===== src/rtl/stroke_pkg.sv =====
// Shared constants, state encoding and address helper for the stroke rasterizer.
package stroke_pkg;

    localparam int H_RES     = 640;
    localparam int V_RES     = 480;
    localparam int FB_DEPTH  = H_RES * V_RES;
    localparam int COORD_W   = 10;
    localparam int FB_ADDR_W = 19;
    localparam int DELTA_W   = 12;

    typedef enum logic [1:0] {
        IDLE  = 2'd0,
        INIT  = 2'd1,
        STEP  = 2'd2,
        CLEAR = 2'd3
    } state_t;

    localparam logic PEN_DRAW  = 1'b1;
    localparam logic PEN_ERASE = 1'b0;

    typedef logic [COORD_W-1:0] coord_t;

    typedef struct packed {
        coord_t x;
        coord_t y;
    } point_t;

    // 640*y built from two shifts so no multiplier is inferred.
    function automatic logic [FB_ADDR_W-1:0] pixel_addr(input coord_t x, input coord_t y);
        return FB_ADDR_W'(x) + (FB_ADDR_W'(y) << 9) + (FB_ADDR_W'(y) << 7);
    endfunction

endpackage


===== src/rtl/line_stepper.sv =====
// Bresenham core: emits one pixel per cycle, the first one in the same cycle as load,
// so the caller can register it straight into the framebuffer write port.
module line_stepper
    import stroke_pkg::*;
(
    input  logic   clk,
    input  logic   rst,
    input  logic   load,
    input  coord_t x0,
    input  coord_t y0,
    input  coord_t x1,
    input  coord_t y1,
    output coord_t cur_x,
    output coord_t cur_y,
    output logic   pixel_valid,
    output logic   done
);

    typedef logic signed [DELTA_W-1:0] delta_t;

    coord_t x_reg, y_reg, tx_reg, ty_reg;
    delta_t dx_reg, dy_reg, err_reg;
    logic   sx_reg, sy_reg, active_reg;

    delta_t ld_dx, ld_dy, c_dx, c_dy, c_err, e2, err_next;
    coord_t tx, ty, x_next, y_next;
    logic   sx, sy, at_end;

    always_comb begin
        ld_dx = $signed({2'b00, x1}) - $signed({2'b00, x0});
        ld_dy = $signed({2'b00, y1}) - $signed({2'b00, y0});

        // On load the working values come straight from the inputs, otherwise from state.
        sx    = load ? ld_dx[DELTA_W-1] : sx_reg;
        sy    = load ? ld_dy[DELTA_W-1] : sy_reg;
        c_dx  = load ? (ld_dx[DELTA_W-1] ? -ld_dx : ld_dx) : dx_reg;
        c_dy  = load ? (ld_dy[DELTA_W-1] ? -ld_dy : ld_dy) : dy_reg;
        c_err = load ? (c_dx - c_dy) : err_reg;
        cur_x = load ? x0 : x_reg;
        cur_y = load ? y0 : y_reg;
        tx    = load ? x1 : tx_reg;
        ty    = load ? y1 : ty_reg;

        at_end   = (cur_x == tx) && (cur_y == ty);
        e2       = c_err <<< 1;
        err_next = c_err;
        x_next   = cur_x;
        y_next   = cur_y;
        if (e2 > -c_dy) begin
            err_next = err_next - c_dy;
            x_next   = sx ? cur_x - COORD_W'(1) : cur_x + COORD_W'(1);
        end
        if (e2 < c_dx) begin
            err_next = err_next + c_dx;
            y_next   = sy ? cur_y - COORD_W'(1) : cur_y + COORD_W'(1);
        end

        pixel_valid = load | active_reg;
        done        = pixel_valid & at_end;
    end

    always_ff @(posedge clk) begin
        if (rst) begin
            active_reg <= 1'b0;
            x_reg      <= '0;
            y_reg      <= '0;
            tx_reg     <= '0;
            ty_reg     <= '0;
            dx_reg     <= '0;
            dy_reg     <= '0;
            err_reg    <= '0;
            sx_reg     <= 1'b0;
            sy_reg     <= 1'b0;
        end else begin
            if (pixel_valid) begin
                x_reg      <= x_next;
                y_reg      <= y_next;
                err_reg    <= err_next;
                active_reg <= !at_end;
            end
            if (load) begin
                tx_reg <= x1;
                ty_reg <= y1;
                dx_reg <= c_dx;
                dy_reg <= c_dy;
                sx_reg <= sx;
                sy_reg <= sy;
            end
        end
    end

endmodule


===== src/rtl/stroke_rasterizer.sv =====
// Mouse-driven pen: joins cursor positions with Bresenham lines into the 1-bit canvas.
// Define CLEAR_SCREEN_EN to let a middle-button press wipe the whole canvas.
module stroke_rasterizer
    import stroke_pkg::*;
#(
    parameter int H_RES  = 640,
    parameter int V_RES  = 480,
    parameter int ADDR_W = 19
) (
    input  logic                clk,
    input  logic                rst,
    input  logic [9:0]          mouse_x,
    input  logic [9:0]          mouse_y,
    input  logic                mouse_left,
    input  logic                mouse_right,
    input  logic                mouse_middle,
    output logic [ADDR_W-1:0]   write_addr,
    output logic                write_enable,
    output logic                write_data,
    output logic                busy
);

    state_t            state_reg, state_next;
    point_t            last_reg, last_next;
    point_t            pend_start_reg, pend_start_next, pend_end_reg, pend_end_next;
    point_t            start_reg, start_next, end_reg, end_next;
    logic              pend_valid_reg, pend_valid_next;
    logic              colour_reg, colour_next;
    logic              last_pix_reg, last_pix_next;
    logic              we_reg, we_next, data_reg, data_next;
    logic [ADDR_W-1:0] addr_reg, addr_next;
    logic              pen_prev_reg;

    point_t pos, req_start;
    logic   pen_down, rise, req, load;
    coord_t step_x, step_y;
    logic   step_valid, step_done;

`ifdef CLEAR_SCREEN_EN
    logic mid_prev_reg;
    logic mid_rise;
    assign mid_rise = mouse_middle & ~mid_prev_reg;
`else
    logic unused_middle;
    assign unused_middle = mouse_middle;
`endif

    always_comb begin
        pos.x     = (mouse_x > COORD_W'(H_RES - 1)) ? COORD_W'(H_RES - 1) : mouse_x;
        pos.y     = (mouse_y > COORD_W'(V_RES - 1)) ? COORD_W'(V_RES - 1) : mouse_y;
        pen_down  = mouse_left | mouse_right;
        rise      = pen_down & ~pen_prev_reg;
        req       = pen_down & (rise | (pos != last_reg));
        req_start = rise ? pos : last_reg;
    end

    line_stepper u_stepper (
        .clk         (clk),
        .rst         (rst),
        .load        (load),
        .x0          (start_reg.x),
        .y0          (start_reg.y),
        .x1          (end_reg.x),
        .y1          (end_reg.y),
        .cur_x       (step_x),
        .cur_y       (step_y),
        .pixel_valid (step_valid),
        .done        (step_done)
    );

    always_comb begin
        state_next      = state_reg;
        last_next       = last_reg;
        pend_valid_next = pend_valid_reg;
        pend_start_next = pend_start_reg;
        pend_end_next   = pend_end_reg;
        start_next      = start_reg;
        end_next        = end_reg;
        colour_next     = colour_reg;
        last_pix_next   = last_pix_reg;
        we_next         = 1'b0;
        addr_next       = addr_reg;
        data_next       = data_reg;
        load            = 1'b0;

        case (state_reg)
            IDLE: begin
`ifdef CLEAR_SCREEN_EN
                if (mid_rise) begin
                    state_next = CLEAR;
                    we_next    = 1'b1;
                    addr_next  = '0;
                    data_next  = PEN_ERASE;
                end else
`endif
                if (req) begin
                    state_next      = INIT;
                    start_next      = req_start;
                    end_next        = pos;
                    last_next       = pos;
                    colour_next     = mouse_left ? PEN_DRAW : PEN_ERASE;
                    pend_valid_next = 1'b0;
                end
            end

            INIT, STEP: begin
                // Newest request overwrites the pending one but keeps its start so
                // skipped intermediate positions leave no gap.
                if (!pen_down) begin
                    pend_valid_next = 1'b0;
                end else if (req) begin
                    pend_valid_next = 1'b1;
                    pend_start_next = rise ? pos : (pend_valid_reg ? pend_start_reg : last_reg);
                    pend_end_next   = pos;
                    last_next       = pos;
                end

                if (state_reg == INIT) begin
                    load          = 1'b1;
                    state_next    = STEP;
                    we_next       = step_valid;
                    addr_next     = ADDR_W'(pixel_addr(step_x, step_y));
                    data_next     = colour_reg;
                    last_pix_next = step_done;
                end else if (last_pix_reg) begin
                    last_pix_next = 1'b0;
                    if (pend_valid_next) begin
                        state_next      = INIT;
                        start_next      = pend_start_next;
                        end_next        = pend_end_next;
                        colour_next     = mouse_left ? PEN_DRAW : PEN_ERASE;
                        pend_valid_next = 1'b0;
                    end else begin
                        state_next = IDLE;
                    end
                end else begin
                    we_next       = step_valid;
                    addr_next     = ADDR_W'(pixel_addr(step_x, step_y));
                    last_pix_next = step_done;
                end
            end

`ifdef CLEAR_SCREEN_EN
            CLEAR: begin
                pend_valid_next = 1'b0;
                we_next         = 1'b1;
                data_next       = PEN_ERASE;
                if (addr_reg == ADDR_W'(H_RES * V_RES - 1)) begin
                    state_next = IDLE;
                    we_next    = 1'b0;
                    last_next  = '0;
                end else begin
                    addr_next = addr_reg + 1'b1;
                end
            end
`endif

            default: state_next = IDLE;
        endcase
    end

    always_ff @(posedge clk) begin
        if (rst) begin
            state_reg      <= IDLE;
            last_reg       <= '0;
            pend_valid_reg <= 1'b0;
            pend_start_reg <= '0;
            pend_end_reg   <= '0;
            start_reg      <= '0;
            end_reg        <= '0;
            colour_reg     <= PEN_ERASE;
            last_pix_reg   <= 1'b0;
            we_reg         <= 1'b0;
            addr_reg       <= '0;
            data_reg       <= 1'b0;
            pen_prev_reg   <= 1'b0;
`ifdef CLEAR_SCREEN_EN
            mid_prev_reg   <= 1'b0;
`endif
        end else begin
            state_reg      <= state_next;
            last_reg       <= last_next;
            pend_valid_reg <= pend_valid_next;
            pend_start_reg <= pend_start_next;
            pend_end_reg   <= pend_end_next;
            start_reg      <= start_next;
            end_reg        <= end_next;
            colour_reg     <= colour_next;
            last_pix_reg   <= last_pix_next;
            we_reg         <= we_next;
            addr_reg       <= addr_next;
            data_reg       <= data_next;
            pen_prev_reg   <= pen_down;
`ifdef CLEAR_SCREEN_EN
            mid_prev_reg   <= mouse_middle;
`endif
        end
    end

    assign write_enable = we_reg;
    assign write_addr   = addr_reg;
    assign write_data   = data_reg;
    assign busy         = (state_reg != IDLE);

endmodule

===== config.mk =====
export PLATFORM = sky130hd
export DESIGN_NAME = stroke_rasterizer
export DESIGN_NICKNAME = d
export VERILOG_FILES = /design/src/rtl/stroke_pkg.sv /design/src/rtl/line_stepper.sv /design/src/rtl/stroke_rasterizer.sv
export SDC_FILE = /design/constraint.sdc
export NUM_CORES = 1
export LEC_CHECK = 0
export CORE_ASPECT_RATIO = 1.2
export CORE_UTILIZATION = 45
export DETAILED_ROUTE_END_ITERATION = 10
export HOLD_SLACK_MARGIN = 0.1
export SYNTH_ARGS = -nofsm -noshare
export SYNTH_HDL_FRONTEND = slang
export SYNTH_HIERARCHICAL = 1
export SYNTH_SLANG_ARGS = --single-unit

===== constraint.sdc =====
create_clock -name clk -period 10.2 [get_ports clk]
set_input_delay 2.55 -clock clk [delete_from_list [all_inputs] [get_ports clk]]
set_output_delay 2.55 -clock clk [all_outputs]
set_load 0.01 [all_outputs]

After elaboration in Yosys (flattened, before gate mapping)
Index checks and enable logic that the tools add are counted.
W data, S select, Z words.
Storage, ports and cells
  register bits after elaboration: 206
  input port bits: 25
  output and inout bits: 22
  logic and storage cells: 144
Operators by class
  add/sub/neg operators: 14
  order comparisons: 4
  equal/unequal tests: 12
  multiplexer cells: 65
  bitwise logic cells: 8
  reductions and logical operators: 13
Operator list (count)
  $mux W20: 17
  $pmux W20 S2: 3
  $mux W10: 10
  $mux W12: 7
  $mux W19: 2
  $neg A12 Y12: 3
  $sub A12 B12 Y12: 2
  $sub A10 B10 Y11: 2
  $add A10 B1 Y10 const B: 2
  $eq A10 B10 Y1: 2
  $mux W1: 20
  $ne A20 B20 Y1: 1
  $sub A10 B1 Y10 const B: 2
  $add A10 B19 Y19: 1
  $add A19 B17 Y19: 1
  $add A12 B12 Y12: 1
  $gt A12 B12 Y1: 1
  $lt A12 B12 Y1: 1
  $gt A10 B10 Y1 const B: 1
  $gt A10 B9 Y1 const B: 1
  $ne A2 B2 Y1 const B: 5
  $reduce_and A2 Y1: 5
  $mux W2: 3
  $reduce_and A5 Y1: 1
  14 further kinds: 22

Logic depth before layout (Yosys ltp)
Gate-level depths: netlist of run 1.
  word-level depth: 12
  depth in mapped cells: 51
  gate-level depth less buffers: 49

Modules after synthesis
Netlist of run 1, hierarchy kept.
Modules (own cells, without submodules)
  line_stepper: instances 1, cells each 999, area an instance 7812.5 µm², sequential area each 1561.5 µm²
  stroke_rasterizer: instances 1, cells each 835, area an instance 6761.5 µm², sequential area each 2542.4 µm²

Worst setup path before layout of run 1
No wires, ideal clock.
  kind: reg-to-reg
  from: reg state_reg[0]
  to: reg u_stepper.err_reg[10]
  setup time: 0.086 ns
  data arrival time: 9.904 ns
  data required time: 10.114 ns
  setup slack: 0.211 ns
  cell stages (with the launch flop): 47
  buffers on the path: 8
  period minus slack after synthesis: 9.989 ns
  path through: dfxtp_1 > ha_1 > clkbuf_1 > buf_2 > buf_2 > buf_1 > clkbuf_1 > clkbuf_1 > clkbuf_1 > mux2i_1 > inv_1 > ha_1 > a21oi_1 > o211ai_1 > a21o_1 > a21oi_1 > a2111oi_0 > a2111oi_2 > [... 11 more ...] > buf_1 > mux2i_1 > ha_1 > inv_1 > fa_1 > nor2b_1 > o21ai_0 > nand2_1 > a21oi_1 > o21bai_1 > a21o_1 > a21o_1 > nand2_1 > a211oi_1 > and4bb_1 > mux2i_1 > xor2_1 > a211oi_1
On the way
  longest elaborated chain between the ends: 10
  elaborated cells between the ends (all ways): 17
  classes of those cells: add/sub (4); order compare (2); eq/ne (2); mux (7); bitwise (1); reduce/logical (1)
RTL lines
  start: declaration: line stroke_rasterizer.sv:23  | state_t state_reg, state_next;
  start signal: assignment: line stroke_rasterizer.sv:181  | state_reg <= state_next;
  $eq A2 B1 Y1 / $eq A2 B2 Y1 (equally long branches): line stroke_rasterizer.sv:86, stroke_rasterizer.sv:118
  $mux W1 / $reduce_or A2 Y1 (equally long branches): line stroke_rasterizer.sv:118, stroke_rasterizer.sv:86
  $mux W1 (*): line stroke_rasterizer.sv:86  | case (state_reg)
  net load: line stroke_rasterizer.sv:35  | logic pen_down, rise, req, load;
  $mux W12 (*): line line_stepper.sv:36  | c_dx = load ? (ld_dx[DELTA_W-1] ? -ld_dx : ld_dx) : dx_reg;
  net u_stepper.c_dx[2]: line line_stepper.sv:25  | delta_t ld_dx, ld_dy, c_dx, c_dy, c_err, e2, err_next;
  $sub A12 B12 Y12: line line_stepper.sv:38  | c_err = load ? (c_dx - c_dy) : err_reg;
  $mux W12: line line_stepper.sv:38
  $sub A12 B12 Y12 / $gt A12 B12 Y1 (equally long branches): line line_stepper.sv:50, line_stepper.sv:49
  $mux W12: line line_stepper.sv:49  | if (e2 > -c_dy) begin
  $add A12 B12 Y12: line line_stepper.sv:54  | err_next = err_next + c_dx;
  $mux W12 (*): line line_stepper.sv:53  | if (e2 < c_dx) begin
  end signal: assignment: line line_stepper.sv:78  | err_reg <= err_next;
  end: declaration: line line_stepper.sv:22  | delta_t dx_reg, dy_reg, err_reg;
Mark *: on every way through the listed nets, which the timed path passes. The rest lies on a longest branch.
A chain may end at the register's enable or synchronous reset.

Worst setup path after layout of run 1
  from: reg end_reg[10] (netlist name)
  to: reg u_stepper.err_reg[10]
On the way
  longest elaborated chain between the ends: 10
  elaborated cells between the ends (all ways): 12
  classes of those cells: add/sub (5); order compare (2); mux (5)
RTL lines
  start: declaration: line stroke_rasterizer.sv:26  | point_t start_reg, start_next, end_reg, end_next;
  start signal: assignment: line stroke_rasterizer.sv:187  | end_reg <= end_next;
  $sub A10 B10 Y11 (*): line line_stepper.sv:30  | ld_dx = $signed({2'b00, x1}) - $signed({2'b00, x0});
  $neg A12 Y12: line line_stepper.sv:36
  $mux W12 (*) (2 in a row): line line_stepper.sv:36
  net u_stepper.c_dx[4]: line line_stepper.sv:25
  $sub A12 B12 Y12: line line_stepper.sv:38
  $mux W12: line line_stepper.sv:38
  $sub A12 B12 Y12 / $gt A12 B12 Y1 (equally long branches): line line_stepper.sv:50, line_stepper.sv:49
  $mux W12: line line_stepper.sv:49
  $add A12 B12 Y12: line line_stepper.sv:54
  $mux W12 (*): line line_stepper.sv:53
Marks and branches as above.

==> results of run 1 <==
==> cells in the final DEF (no fill, tap or decap), types with 14 or more instances in the layout <==
cell               n
a21oi_1          172
a211oi_2          14
dfxtp_1          205
nand3_1           19
o21ai_0           78
a21o_1            33
buf_4             45
nand2b_1          16
nor2b_1           23
mux2_2            20
nand3b_1          17
and2_1            17
nor3_1            36
inv_1             84
xor2_1            40
mux2i_1           62
clkbuf_16         25
a211oi_1          63
nand2_1          183
ha_1             102
nor2_1           241
xnor2_1           76
clkdlybuf4s50_1   44
==> through the flow <==
step,hold slack (ps),setup slack [ps],cell area [um^2],cells,util [%]
4_1_cts,453,254,16300,2269,51.6
2_1_floorplan,431,211,14600,1834,-
6_report,450,758,16400,2271,51.8
3_3_place_gp,442,397,15400,2224,48.8
5_1_grt,476,8.94,16400,2271,51.8
3_5_place_dp,445,269,15400,2224,48.8
==> worst reg2reg max path: cells and delay by family (launching register included) <==
kind	cells	cell delay [ps]
and+or+nand+nor	10	1210
xor gates and xnor gates	3	390
buffers and inverters	7	700
muxes	3	640
adders and majority gates	7	2110
AOI/OAI and AO/OA	21	4020
DFF	1	310
==> worst paths after layout <==
path	startpoint	end	slack, ps	depth (start not counted)
worst max-delay path	end_reg[10]$_SDFFE_PP0P_	u_stepper/err_reg[10]$_SDFFE_PP0P_	760	51
worst min-delay path	write_addr[18]$_SDFFE_PP0P_	write_addr[18]$_SDFFE_PP0P_	450	2
worst max register to register	end_reg[10]$_SDFFE_PP0P_	u_stepper/err_reg[10]$_SDFFE_PP0P_	760	51
worst min register to register	write_addr[18]$_SDFFE_PP0P_	write_addr[18]$_SDFFE_PP0P_	450	2
==> metal layers <==
layer / up-vias / GRT usage [%]
li1: 6526 / -
met1: 6048 / 30.3
met2: 256 / 43.5
met3: 76 / 2.46
met4: 0 / 10.7
met5: - / 0
==> area by class of cell <==
| cell class | instances | area (um^2) | area share, % |
|---|---|---|---|
| sequential | 205 | 4100 | 25.0 |
| clock buffer | 35 | 713 | 4.35 |
| inverter | 87 | 327 | 1.99 |
| clock inverter | 10 | 169 | 1.03 |
| multi-input combinational | 1442 | 9770 | 59.6 |
| timing repair buffer | 91 | 810 | 4.94 |
| tap | 401 | 502 | 3.06 |
==> logic make-up after synthesis <==
kind of cell,Yosys count,synth area share [%]
and+or+nand+nor,617,19.3
adders and majority gates,122,10.8
xor gates and xnor gates,117,7.08
AOI/OAI and AO/OA,502,23.3
muxes,84,5.97
buffers and inverters,187,5.35
DFF,205,28.2
==> repair_timing <==
action,4_1_cts,5_1_grt
gates resized for setup,0,13
setup buffers,0,2
endpoints found under the setup margin,0,4
==> qor.yml, run 1 <==
status: "complete, no violations"
hp-class: "flop to flop"
yosysMostFrequentCell: "nor2_1"
crit_arrival_ps: 9900
ys_seq_area_share_pct: 28.2
syn_inst: 1834
vias: 12900
ys_top_cells_by_count: "nor2_1 (241), dfxtp_1 (205), nand2_1 (184)"
ys.warnings.count: 6
drv_slew: 0
ant_nets: 0
cts_max_path_buffers: 3
synth_edf_count: 0
synthFlopType: "dfxtp_1"
async_reset_ff_share_pct: 0
die_area_mm2: 0.0331
grt_start_max_net_pins: 117
n_fill_cell: 3113
skew_ps: 10.2
antenna_found_initial: 0
max_slew_margin_pct: 31.6
synth_cell_type_count: 91
die_y_um: 199
critPathSlowestCell: "a2111oi_4"
finalCriticalPeriod_ps: 9440
grt_overflow: 0
cts_hold_buf: 0
nets: 1991
cts_inserted_buffers: 25
io_buffers: 45
clkSinkCount: 205
syn_avg_cell_area_um2: 7.95
ys_seq_elements: 205
worstSetupPathType: "flop to flop"
hold_viol_final: 0
route.met3.wl_um: 1400
path_buf_inv: 7
path_clk_slew_ps: 60
routedWlPerCell_um: 17.9
place_congestion: 0.878
drc: 0
num_io_pins: 47
drt_iter0_drc: 713
fin_crit_sh_pct: 92.6
cts_tree: "yes"
cp_max_fo: 10
setup_tns_ps: 0
cap_violations: 0
synth_top_area_share_pct: 28.2
rsz0062_at_grt: "false"
max_freq_mhz: 106
die_w_um: 166
cts_root_buffer: "clkbuf_16"
htree_levels: 1
vias_per_cell: 5.68
initial_core_util_pct: 46.1
required_ps: 10650
synth_area_leader_cell: "dfxtp_1"
routed_wl_um: 40600
area_growth_pct: 12.5
max_slew.worst_pin.slew_ps: 1030
grt_pass1_vias: 12400
syn_nets: 1973
dpl.hpwl_um: 29100
critical_path.top_delay_family: "compound AO/OA/AOI/OAI gates"
end_kind: "flop"
netlist_top_cells_area: "dfxtp_1 (28%), ha_1 (9.0%), nor2_1 (6.2%)"
wl_met1_um: 18100
grtUsageTotal_pct: 24.5
top_layer: "met4"
grt_pass1_wl_um: 65300
critPathLaunchType: "flop"
drt_pass1_iterations: 5
coreArea_mm2: 0.0316
critPathMaxStageDelay_ps: 420
setup_viol_count_final: 0
syn_area_mm2: 0.0146
dr_wl_met2_um: 19500
layout-drive-gt1-share_pct: 9.36
clock_latency_ps: 540
core.rowCount: 71
diodes: 0
Power of run 1 is not shown: default switching activity piles up to over one toggle a cycle in this logic, so the estimate is an artifact.
==> run 2: changes to the inputs <==
--- a/config.mk
+++ b/config.mk
@@ -5,6 +5,7 @@
 export SDC_FILE = /design/constraint.sdc
 export NUM_CORES = 1
 export LEC_CHECK = 0
+export CAP_MARGIN = 30
 export CORE_ASPECT_RATIO = 1.2
 export CORE_UTILIZATION = 45
 export DETAILED_ROUTE_END_ITERATION = 10
==> constraint.sdc (replaced) <==
create_clock -name clk -period 10.2 [get_ports clk]
set_input_delay 2.55 -clock clk [delete_from_list [all_inputs] [get_ports clk]]
set_output_delay 2.55 -clock clk [all_outputs]
set_load 0.1 [all_outputs]
==> run 2 against run 1 <==
Setup slack worse by 23 ps. First-iteration DRC count down 5.0%. Register-to-register slack worse by 20 ps. Die area stayed put. Sequential share of layout area is 0.16 points higher.
==> qor.yml, run 2 (synthesis gave the netlist of run 1 again) <==
status: "complete, no violations"
mostFrequentLayoutCell: "nor2_1"
cts_max_path_buffers: 3  # unchanged
postCtsSetupRepairBufs: 0  # unchanged
critPathLaunchType: "flop"
layout-drive-gt1-share_pct: 9.37  # +0.010 points
place_congestion: 0.878  # unchanged
cp-startpoint: "start_reg[10]$_SDFFE_PP0P_"
cts_hold_buf: 0  # unchanged
area_growth_pct: 11.8
clock_latency_ps: 540  # about the same
drt_pass1_iterations: 5  # unchanged
grt_overflow: 0  # unchanged
hp-start: "write_addr[18]$_SDFFE_PP0P_"
setup_tns_ps: 0  # unchanged
drt_iter0_drc: 677  # -5.0%
cts_tree: "yes"
grtUsageTotal_pct: 24.4  # -0.11 points
multi_input_area_mm2: 0.00977  # unchanged
io_buffers: 45  # unchanged
clkSinkCount: 205  # unchanged
setup_viol_count_final: 0  # unchanged
die_area_mm2: 0.0331  # unchanged
placed_cell_area_mm2: 0.0155  # +0.18%
regArea_mm2: 0.00410  # unchanged
hold_viol_final: 0  # unchanged
diodes: 0  # unchanged
dpl.hpwl_um: 29100  # about the same
n_fill_cell: 3168  # +1.8%
skew_ps: 19.0  # +8.78 ps
die_w_um: 166  # unchanged
finalCriticalPeriod_ps: 9470  # +23.1 ps
cts_inserted_buffers: 24  # -4.0%
max_slew.worst_pin.slew_ps: 1030  # -0.746 ps
critPathMaxStageDelay_ps: 430  # about the same
coreArea_mm2: 0.0316  # unchanged
fin_crit_sh_pct: 92.8  # +0.23 points
num_io_pins: 47  # unchanged
grt_start_max_net_pins: 117  # unchanged
path_clk_slew_ps: 60  # about the same
htree_levels: 1  # unchanged
layout_common_cells: "nor2_1 (241), dfxtp_1 (205), nand2_1 (183)"
max_freq_mhz: 106  # -0.24%
grt_pass1_wl_um: 65000  # -0.42%
ant_nets: 0  # unchanged
die_y_um: 199  # unchanged
cpMostUsedCell: "nand2_1"
critPathSlowestCell: "a2111oi_4"
vias: 12900  # -0.30%
vias_per_cell: 5.67  # -0.21%
cp_max_fo: 10  # unchanged
cts_resized: 0  # unchanged
fin_hold_ws_ps: 452  # +1.76 ps
crit_arrival_ps: 9920  # +20 ps
design_area_mm2: 0.0163  # -0.62%
required_ps: 10660  # about the same
drv_slew: 0  # unchanged
hp-class: "flop to flop"
routed_wl_um: 40400  # -0.63%
initial_core_util_pct: 46.1  # unchanged
max_slew_margin_pct: 31.4  # -0.16 points
cts_root_buffer: "clkbuf_16"
routedWlPerCell_um: 17.8  # -0.54%
grt_pass1_vias: 12300  # -0.44%
r2r_start: "start_reg[10]$_SDFFE_PP0P_"
drc: 0  # unchanged
end_kind: "flop"
worstSetupPathType: "flop to flop"
antenna_found_initial: 0  # unchanged
core.rowCount: 71  # unchanged
nets: 1989  # -0.10%
cap_violations: 0  # unchanged
rsz0062_at_grt: "false"
-- run 2: final cells by class --
cell class,count,share of cell area (%)
Clock buffer,32,4.18
Clock inverter,12,0.538
Inverter,87,2.00
Tap cell,401,3.08
Timing Repair Buffer,90,5.05
Multi-Input combinational cell,1442,60.0
Sequential cell,205,25.2
-- run 2: per-stage QoR --
step | worst slack (ps) | instances | util (%)
6_report | 735 | 2269 | 51.5
5_1_grt | 3.91 | 2269 | 51.5
4_1_cts | 279 | 2269 | 51.3
3_5_place_dp | 300 | 2225 | 48.9
3_3_place_gp | 397 | 2224 | 48.8
2_1_floorplan | 211 | 1834 | -
-- run 2: layer usage --
metal / vias up / global-route usage [%] / wire length, um
li1: 6523 / - / -
met1: 6046 / 30.5 / 18000
met2: 233 / 43.1 / 19600
met3: 65 / 2.44 / 1370
met4: 0 / 10.2 / 1460
met5: - / 0 / 0
-- run 2: final timing paths --
check                                            end  slack (ps)  depth (start not counted)
setup / recovery  u_stepper/err_reg[10]$_SDFFE_PP0P_         730                         50
hold / removal           write_addr[18]$_SDFFE_PP0P_         450                          2
setup reg to reg  u_stepper/err_reg[10]$_SDFFE_PP0P_         730                         50
hold reg to reg          write_addr[18]$_SDFFE_PP0P_         450                          2
-- run 2: worst max-delay path, delay by kind of cell (launching register included) --
family / cells / cell delay [ps]
flops: 1 / 330
simple gates: 10 / 1250
fa+ha+maj: 7 / 2110
xor+xnor: 3 / 390
compound gates: 21 / 4030
mux: 3 / 650
buf+inv: 6 / 650
Power of run 2 is left out for the same reason.
